`config.mk`:
```
export PLATFORM = sky130hd
export DESIGN_NAME = nco_clk_recovery_flat
export DESIGN_NICKNAME = d
export VERILOG_FILES = /design/src/rtl/nco_clk_recovery_if.sv /design/src/rtl/nco_clk_recovery.sv /design/src/flat_wrapper.sv
export SDC_FILE = /design/constraint.sdc
export NUM_CORES = 1
export LEC_CHECK = 0
export CORE_MARGIN = 1.5
export CORE_UTILIZATION = 55
export DETAILED_ROUTE_END_ITERATION = 10
export PLACE_DENSITY = 0.73
export SLEW_MARGIN = 40
export SYNTH_ARGS = -nofsm -noshare
export SYNTH_HDL_FRONTEND = slang
export SYNTH_SLANG_ARGS = --single-unit
export TNS_END_PERCENT = 10
```
`constraint.sdc`:
```
create_clock -name clk -period 10.3 [get_ports clk]
set_clock_uncertainty 0.05 [all_clocks]
set_input_delay 1.545 -clock clk [delete_from_list [all_inputs] [get_ports clk]]
set_output_delay 1.545 -clock clk [all_outputs]
set_load 0.01 [all_outputs]
```
`src/rtl/nco_clk_recovery_if.sv`:
```
// Bus between the timing-error detector and the clock-recovery NCO.
// Handshake: err_data is consumed on every cycle err_valid is high; there is no ready, the NCO always accepts.
interface nco_clk_recovery_if #(
    parameter int ERR_W = 16,
    parameter int ACC_W = 32,
    parameter int OUT_W = 10
);
    logic [ACC_W-1:0]        fcw_init;
    logic                    err_valid;
    logic signed [ERR_W-1:0] err_data;
    logic [OUT_W-1:0]        phase_out;
    logic                    clk_out;
    logic                    upd_strobe;
    logic                    locked;
    logic                    sat;

    modport master (
        output fcw_init, err_valid, err_data,
        input  phase_out, clk_out, upd_strobe, locked, sat
    );

    modport slave (
        input  fcw_init, err_valid, err_data,
        output phase_out, clk_out, upd_strobe, locked, sat
    );
endinterface

```
`src/rtl/nco_clk_recovery.sv`:
```
// Clock-recovery NCO: PI loop filter on a signed timing-error stream driving a wrapping
// phase accumulator; produces recovered clock, phase word, update strobe and lock flag.
module nco_clk_recovery #(
    parameter int ERR_W    = 16,
    parameter int ACC_W    = 32,
    parameter int OUT_W    = 10,
    parameter int UPD_LOG2 = 5,
    parameter int KP_SH    = 3,
    parameter int LOCK_THR = 64,
    parameter int LOCK_CNT = 8
) (
    input  logic             clk,
    input  logic             reset,
    nco_clk_recovery_if.slave bus
);
    localparam logic signed [ACC_W-1:0] ACC_MAX = {1'b0, {(ACC_W-1){1'b1}}};
    localparam logic signed [ACC_W-1:0] ACC_MIN = {1'b1, {(ACC_W-1){1'b0}}};
    localparam logic signed [ACC_W-1:0] THR_P   = ACC_W'(LOCK_THR);
    localparam logic signed [ACC_W-1:0] THR_N   = -THR_P;
    localparam int                      LC_W    = $clog2(LOCK_CNT + 1);
    localparam logic [LC_W-1:0]         LC_MAX  = LC_W'(LOCK_CNT);

    // Returns {overflow_flag, clamped_sum}.
    function automatic logic [ACC_W:0] sat_add(input logic signed [ACC_W-1:0] a,
                                               input logic signed [ACC_W-1:0] b);
        logic [ACC_W:0] s;
        s = {a[ACC_W-1], a} + {b[ACC_W-1], b};
        if (s[ACC_W] != s[ACC_W-1]) begin
            return {1'b1, (s[ACC_W] ? ACC_MIN : ACC_MAX)};
        end
        return {1'b0, s[ACC_W-1:0]};
    endfunction

    logic [UPD_LOG2-1:0]     cnt;
    logic signed [ACC_W-1:0] int_acc;
    logic signed [ACC_W-1:0] prop_acc;
    logic signed [ACC_W-1:0] win_sum;
    logic signed [ACC_W-1:0] freq_adj;
    logic signed [ACC_W-1:0] phase_jump;
    logic [ACC_W-1:0]        phase_acc;
    logic [LC_W-1:0]         lock_cnt;
    logic                    clk_out_r;
    logic                    upd_strobe_r;
    logic                    locked_r;
    logic                    sat_r;

    logic signed [ACC_W-1:0] e;
    logic signed [ACC_W-1:0] e_sh;
    logic [ACC_W:0]          r_int;
    logic [ACC_W:0]          r_prop;
    logic [ACC_W:0]          r_win;
    logic signed [ACC_W-1:0] int_next;
    logic signed [ACC_W-1:0] prop_next;
    logic signed [ACC_W-1:0] win_next;
    logic                    sat_hit;
    logic                    upd;
    logic                    win_in;
    logic [LC_W-1:0]         lock_next;
    logic [ACC_W-1:0]        jump_add;

    assign e    = {{(ACC_W-ERR_W){bus.err_data[ERR_W-1]}}, bus.err_data};
    assign e_sh = e << KP_SH;
    assign upd  = &cnt;

    // A sample arriving on the update cycle is folded in here so the transfer sees it.
    always_comb begin
        r_int  = {1'b0, int_acc};
        r_prop = {1'b0, prop_acc};
        r_win  = {1'b0, win_sum};
        if (bus.err_valid) begin
            r_int  = sat_add(int_acc, e);
            r_prop = sat_add(prop_acc, e_sh);
            r_win  = sat_add(win_sum, e);
        end
    end

    assign int_next  = r_int[ACC_W-1:0];
    assign prop_next = r_prop[ACC_W-1:0];
    assign win_next  = r_win[ACC_W-1:0];
    assign sat_hit   = r_int[ACC_W] | r_prop[ACC_W] | r_win[ACC_W];
    assign win_in    = (win_next < THR_P) && (win_next > THR_N);
    assign jump_add  = upd_strobe_r ? phase_jump : '0;

    always_comb begin
        lock_next = '0;
        if (win_in) begin
            lock_next = (lock_cnt == LC_MAX) ? lock_cnt : lock_cnt + LC_W'(1);
        end
    end

    always_ff @(posedge clk or negedge reset) begin
        if (!reset) begin
            cnt          <= '0;
            int_acc      <= '0;
            prop_acc     <= '0;
            win_sum      <= '0;
            freq_adj     <= '0;
            phase_jump   <= '0;
            phase_acc    <= '0;
            lock_cnt     <= '0;
            clk_out_r    <= 1'b0;
            upd_strobe_r <= 1'b0;
            locked_r     <= 1'b0;
            sat_r        <= 1'b0;
        end else begin
            cnt          <= cnt + UPD_LOG2'(1);
            int_acc      <= int_next;
            upd_strobe_r <= upd;
            clk_out_r    <= ~phase_acc[ACC_W-1];
            phase_acc    <= phase_acc + bus.fcw_init + freq_adj + jump_add;
            if (sat_hit) begin
                sat_r <= 1'b1;
            end
            // The jump is consumed once, in the strobe cycle; updates never coincide with it.
            if (upd_strobe_r) begin
                phase_jump <= '0;
            end
            if (upd) begin
                freq_adj   <= int_next;
                phase_jump <= prop_next;
                prop_acc   <= '0;
                win_sum    <= '0;
                lock_cnt   <= lock_next;
                locked_r   <= (lock_next == LC_MAX);
            end else begin
                prop_acc <= prop_next;
                win_sum  <= win_next;
            end
        end
    end

    assign bus.phase_out  = phase_acc[ACC_W-1 -: OUT_W];
    assign bus.clk_out    = clk_out_r;
    assign bus.upd_strobe = upd_strobe_r;
    assign bus.locked     = locked_r;
    assign bus.sat        = sat_r;
endmodule

```
`src/flat_wrapper.sv`:
```
// flat-port wrapper written by rule: the top's interface ports become plain ports
module nco_clk_recovery_flat 
#(
    parameter int ERR_W    = 16,
    parameter int ACC_W    = 32,
    parameter int OUT_W    = 10,
    parameter int UPD_LOG2 = 5,
    parameter int KP_SH    = 3,
    parameter int LOCK_THR = 64,
    parameter int LOCK_CNT = 8
)
  (clk, reset, bus_fcw_init, bus_err_valid, bus_err_data, bus_phase_out, bus_clk_out, bus_upd_strobe, bus_locked, bus_sat);
  nco_clk_recovery_if #(.ERR_W(ERR_W), .ACC_W(ACC_W), .OUT_W(OUT_W)) bus_i ();
  input  logic clk;
  input  logic reset;
  input wire logic [$bits(bus_i.fcw_init)-1:0] bus_fcw_init;
  input wire logic [$bits(bus_i.err_valid)-1:0] bus_err_valid;
  input wire logic [$bits(bus_i.err_data)-1:0] bus_err_data;
  output wire logic [$bits(bus_i.phase_out)-1:0] bus_phase_out;
  output wire logic [$bits(bus_i.clk_out)-1:0] bus_clk_out;
  output wire logic [$bits(bus_i.upd_strobe)-1:0] bus_upd_strobe;
  output wire logic [$bits(bus_i.locked)-1:0] bus_locked;
  output wire logic [$bits(bus_i.sat)-1:0] bus_sat;
  assign bus_i.fcw_init = bus_fcw_init;
  assign bus_i.err_valid = bus_err_valid;
  assign bus_i.err_data = bus_err_data;
  assign bus_phase_out = bus_i.phase_out;
  assign bus_clk_out = bus_i.clk_out;
  assign bus_upd_strobe = bus_i.upd_strobe;
  assign bus_locked = bus_i.locked;
  assign bus_sat = bus_i.sat;
  nco_clk_recovery #(.ERR_W(ERR_W), .ACC_W(ACC_W), .OUT_W(OUT_W), .UPD_LOG2(UPD_LOG2), .KP_SH(KP_SH), .LOCK_THR(LOCK_THR), .LOCK_CNT(LOCK_CNT)) u_core (.clk(clk), .reset(reset), .bus(bus_i));
endmodule
```
# Word-level counts from Yosys, hierarchy flattened

Cells that the tools add are included.

Equality and inequality tests: 5
Add/sub/neg operators: 8
Reductions and logical operators: 3
Bitwise operators: 3
Magnitude comparators: 2
Mux-type cells: 25

Operators by type and width:

| cell                  | number |
|---|---|
| $mux W33              | 9 |
| $mux W32              | 8 |
| $add A32 B32 Y32      | 3 |
| $add A32 B16 Y33      | 2 |
| $add A32 B19 Y33      | 1 |
| $gt A32 B7 Y1 const B | 1 |
| $lt A32 B8 Y1 const B | 1 |
| $eq A4 B4 Y1 const B  | 2 |
| $mux W4               | 2 |
| $mux W1               | 6 |
| $add A5 B1 Y5 const B | 1 |
| $reduce_and A5 Y1     | 1 |
| $add A4 B1 Y4 const B | 1 |
| $ne A1 B1 Y1          | 3 |
| $or A1 B1 Y1          | 2 |
| $reduce_bool A2 Y1    | 1 |
| $logic_and A1 B1 Y1   | 1 |
| $not A1 Y1            | 1 |

Output and inout bits: 14
Register bits: 205

# Depth between registers and ports, before layout

Depth after elaboration: 10
Gate-level depth with buffers: 27

# Worst setup path after synthesis

OpenSTA, ideal clock, no wires.

Path type: in2reg
Start: input bus_err_data[9]
End: register u_core.lock_cnt[2]
Data required time: 10,173 ps
Cell stages on the path: 27
Setup slack: 3,627 ps
Setup time: 77 ps
Data arrival time: 6,546 ps
Cells stage by stage: ha_1 buf_2 a21o_1 a31oi_1 o31ai_2 o22a_2 a211o_1 a21oi_1 inv_1 a21oi_1 nor2b_1 o21ai_0 nand2b_1 xor2_1 ha_1 clkbuf_1 inv_2 nand2_1 or3_1 mux2i_1 a221oi_1 or4_1 or4_1 or4_1 nand2_1 a32oi_2 a21oi_1

Cells in the longest elaborated chain, start to end: 9

RTL lines:

| item                                                  | line                    | source |
|---|---|---|
| start, declared                                       | flat_wrapper.sv:18      | `input wire logic [$bits(bus_i.err_data)-1:0] bus_err_data;` |
| $add A32 B16 Y33 *                                    | nco_clk_recovery.sv:27  | `s = {a[ACC_W-1], a} + {b[ACC_W-1], b};` |
| $ne A1 B1 Y1                                          | nco_clk_recovery.sv:28  | `if (s[ACC_W] != s[ACC_W-1]) begin` |
| $mux W1                                               | nco_clk_recovery.sv:28  |  |
| $mux W1                                               | nco_clk_recovery.sv:70  | `if (bus.err_valid) begin` |
| $mux W33 *                                            | nco_clk_recovery.sv:31  | `return {1'b0, s[ACC_W-1:0]};` |
| $mux W33 *                                            | nco_clk_recovery.sv:70  |  |
| $lt A32 B8 Y1 / $gt A32 B7 Y1 (equally long branches) | nco_clk_recovery.sv:81  | `assign win_in = (win_next < THR_P) && (win_next > THR_N);` |
| $logic_and A1 B1 Y1 *                                 | nco_clk_recovery.sv:81  |  |
| $mux W4 *                                             | nco_clk_recovery.sv:86  | `if (win_in) begin` |
| end signal, assigned                                  | nco_clk_recovery.sv:123 | `lock_cnt <= lock_next;` |
| end, declared                                         | nco_clk_recovery.sv:41  | `logic [LC_W-1:0] lock_cnt;` |

Mark *: on every way between the ends. The rest lies on a longest branch, timed or not. The select of a mux whose other input is x is not followed.
A chain may end at the register's enable or synchronous reset.

# Final worst setup path

Start: input bus_err_data[1]
End: register u_core.lock_cnt[0]

The elaborated chain is that of the path after synthesis.

==> results_dict.tcl <==
set metrics [dict create \
    synth_nets 1975 \
    synth_cell_type_count 81 \
    area_growth_pct 11.7 \
    final-hold-violation-count 0 \
    num_vias 13800 \
    fp.dieArea_sq_um 30200 \
    avgViaCountPerCell 6.40 \
    wirelength_microns 44800 \
    avgSynthCellArea_sq_um 9.28 \
    grt_first_pass_wirelength_microns 72000 \
    antenna_found_initial 0 \
    clkTransAtPathRegs_ns 0.06 \
    drt_first_pass_iters 6 \
    cp_common_cell "or4_1" \
    cp_slowest_cell "clkdlybuf4s50_1" \
    cp.required_ns 10.70 \
    clockRootBuffer "clkbuf_16" \
    finalSetupViolations 0 \
    path_class "primary input to flop" \
    synth_edf_count 0 \
    drtAntennaViolNets 0 \
    gp_congestion 0.932 \
    coreArea_sq_um 28700 \
    relSlewSlack 0.446 \
    critPathLaunchType "primary input" \
    status "finished, final reports clean" \
    num_rows 62 \
    multi_input_area_sq_um 10400 \
    synthCells 1727 \
    fmax_mhz 128 \
    drv_cap 0 \
    finalMaxSlewViolations 0 \
    overflow 0 \
    grt_pass1_vias 13600 \
    worst_ep_arrival_time_ns 8.19 \
    syn_area_sq_um 16000 \
    ios 65 \
    min_period_ns 7.79 \
    port_buffers 64 \
    insertion_delay_ns 0.55 \
    drt_iter0_markers 1179 \
    grt_setup_unrepaired "no" \
    drcViolationCount 0 \
    slowest_delay_ns 0.67 \
    htreeDepth 1 \
    post-route-period-util 0.756 \
    cts_buffers 25 \
    nFillCells 2414 \
    drive_gt1_frac 0.0645 \
    start_util 0.559 \
    cts_tree "built" \
    ys_seq_area_frac 0.320 \
    synth_ff_type "dfrtp_1" \
    cts_hold_buffers 0 \
    path_max_fanout 19 \
    worst_pin_slew_ns 0.820 \
    postCtsSetupBuffers 0 \
    post_drt_wl_per_cell_microns 20.8 \
    hp-class "flop to flop" \
    post_cts_resized 0 \
    antennaDiodeCount 0 \
    clock_sinks 205 \
    yosys_register_bits 205 \
    grt_max_degree 87 \
    die_y_microns 174 \
    seq_area_sq_um 5130 \
    die_w_microns 174 \
    async_flop_share 1.00 \
    grt_usage 0.299 \
    final_nets 1996 \
    ys_warn_count 0 \
    cp-end-kind "flop" \
    finalSetupTns_ns 0 \
    hpwl_microns 33300 \
    cts_buffer_depth 3 \
]
-- cells in the mapped netlist (all sizes together), types with 10 or more instances --
master / count / share of area
dfrtp: 205 / 0.32
a21oi: 171 / 0.053
nor2: 134 / 0.031
ha: 132 / 0.10
nand2: 125 / 0.029
o21ai: 94 / 0.029
xnor2: 73 / 0.040
fa: 65 / 0.081
clkbuf: 61 / 0.014
nand3: 54 / 0.017
a21o: 51 / 0.024
and2: 49 / 0.019
inv: 42 / 0.0098
o21a: 35 / 0.016
mux2: 32 / 0.022
xor2: 31 / 0.017
a31oi: 28 / 0.011
o211ai: 27 / 0.013
nand2b: 22 / 0.0086
buf: 21 / 0.0078
a211oi: 20 / 0.0097
nor3: 19 / 0.0059
nand4: 18 / 0.0070
a22oi: 16 / 0.0075
and3: 16 / 0.0062
nor2b: 15 / 0.0059
o21bai: 14 / 0.0066
a221oi: 10 / 0.0055
a311oi: 10 / 0.0055
o22a: 10 / 0.0055
-- final timing paths --
kind	start	end	slack (ns)	depth (start not counted)
worst min-delay path	u_core.cnt[0]	u_core.cnt[0]	0.39	1
worst max-delay path	bus_err_data[1]	u_core.lock_cnt[0]	2.51	26
worst min register to register	u_core.cnt[0]	u_core.cnt[0]	0.39	1
max in group asynchronous	reset	u_core.prop_acc[19]	8.47	2
worst max register to register	u_core.win_sum[4]	u_core.lock_cnt[0]	3.72	25
min in group asynchronous	reset	u_core.int_acc[7]	0.76	1
-- registers in the layout, summed over array words and instances (netlist names) --
signal / cells
u_core.win_sum: 32
u_core.freq_adj: 32
u_core.bus.sat: 1
u_core.int_acc: 32
u_core.bus.clk_out: 1
u_core.prop_acc: 32
u_core.phase_acc: 32
u_core.cnt: 5
u_core.lock_cnt: 4
u_core.phase_jump: 32
u_core.bus.upd_strobe: 1
u_core.bus.locked: 1
-- layout by cell type, fill, tap and decap left out, drive strengths merged, types with 16 or more instances in the layout --
master	instances
clkbuf	31
nor2	134
mux2	32
a31oi	28
xnor2	73
nand2	125
nand2b	22
clkdlybuf4s50	61
dfrtp	205
o21ai	94
o21a	35
inv	43
fa	65
o211ai	27
nand4	18
a21oi	171
and2	49
a22oi	16
ha	132
a21o	51
and3	16
a211oi	20
nor3	19
xor2	31
nand3	54
-- worst max-delay path: cells and delay by family --
kind	cells	cell delay, ns
compound gates	11	2.24
xor+xnor	1	0.16
fa+ha+maj	2	0.88
buf+inv	3	0.97
mux	1	0.15
simple gates	8	2.23
-- cells by family (layout without fill, tap and decap cells) --
family,after synthesis,in the layout,synth area share
AOI/OAI and AO/OA,569,569,0.233
and+or+nand+nor,489,489,0.148
DFF,205,205,0.320
adders and majority gates,197,197,0.184
buffers and inverters,126,166,0.0324
xor gates and xnor gates,104,104,0.0568
muxes,37,37,0.0256
-- routing by layer --
layer	global-route usage	up-vias	wire, microns
met2	0.469	531	20300
met5	0	-	0
met1	0.415	6728	19600
met4	0.122	0	1850
li1	-	6401	-
met3	0.0489	103	3020
-- stage by stage --
stage                     worst slack (ns)  cell area (sq um)  hold slack, ns  utilization  std cells
after floorplan                       3.63              16000           0.370            -       1727
after global placement                2.21              16900           0.384        0.589       2103
after detailed placement              2.05              17000           0.389        0.592       2105
after CTS                             2.58              17900           0.398        0.624       2151
after global routing                  2.09              17900           0.413        0.624       2151
final                                 2.51              17900           0.393        0.624       2151
-- cell type report --
cell class | instances | area share
Sequential cell | 205 | 0.286
Clock buffer | 31 | 0.0379
Multi-Input combinational cell | 1396 | 0.582
Tap cell | 384 | 0.0268
Inverter | 44 | 0.00922
Clock inverter | 15 | 0.0138
Timing Repair Buffer | 76 | 0.0435
Power is left out: the tool's default activity adds up to more than one toggle a clock period on the data nets, which glitch-free logic cannot reach.
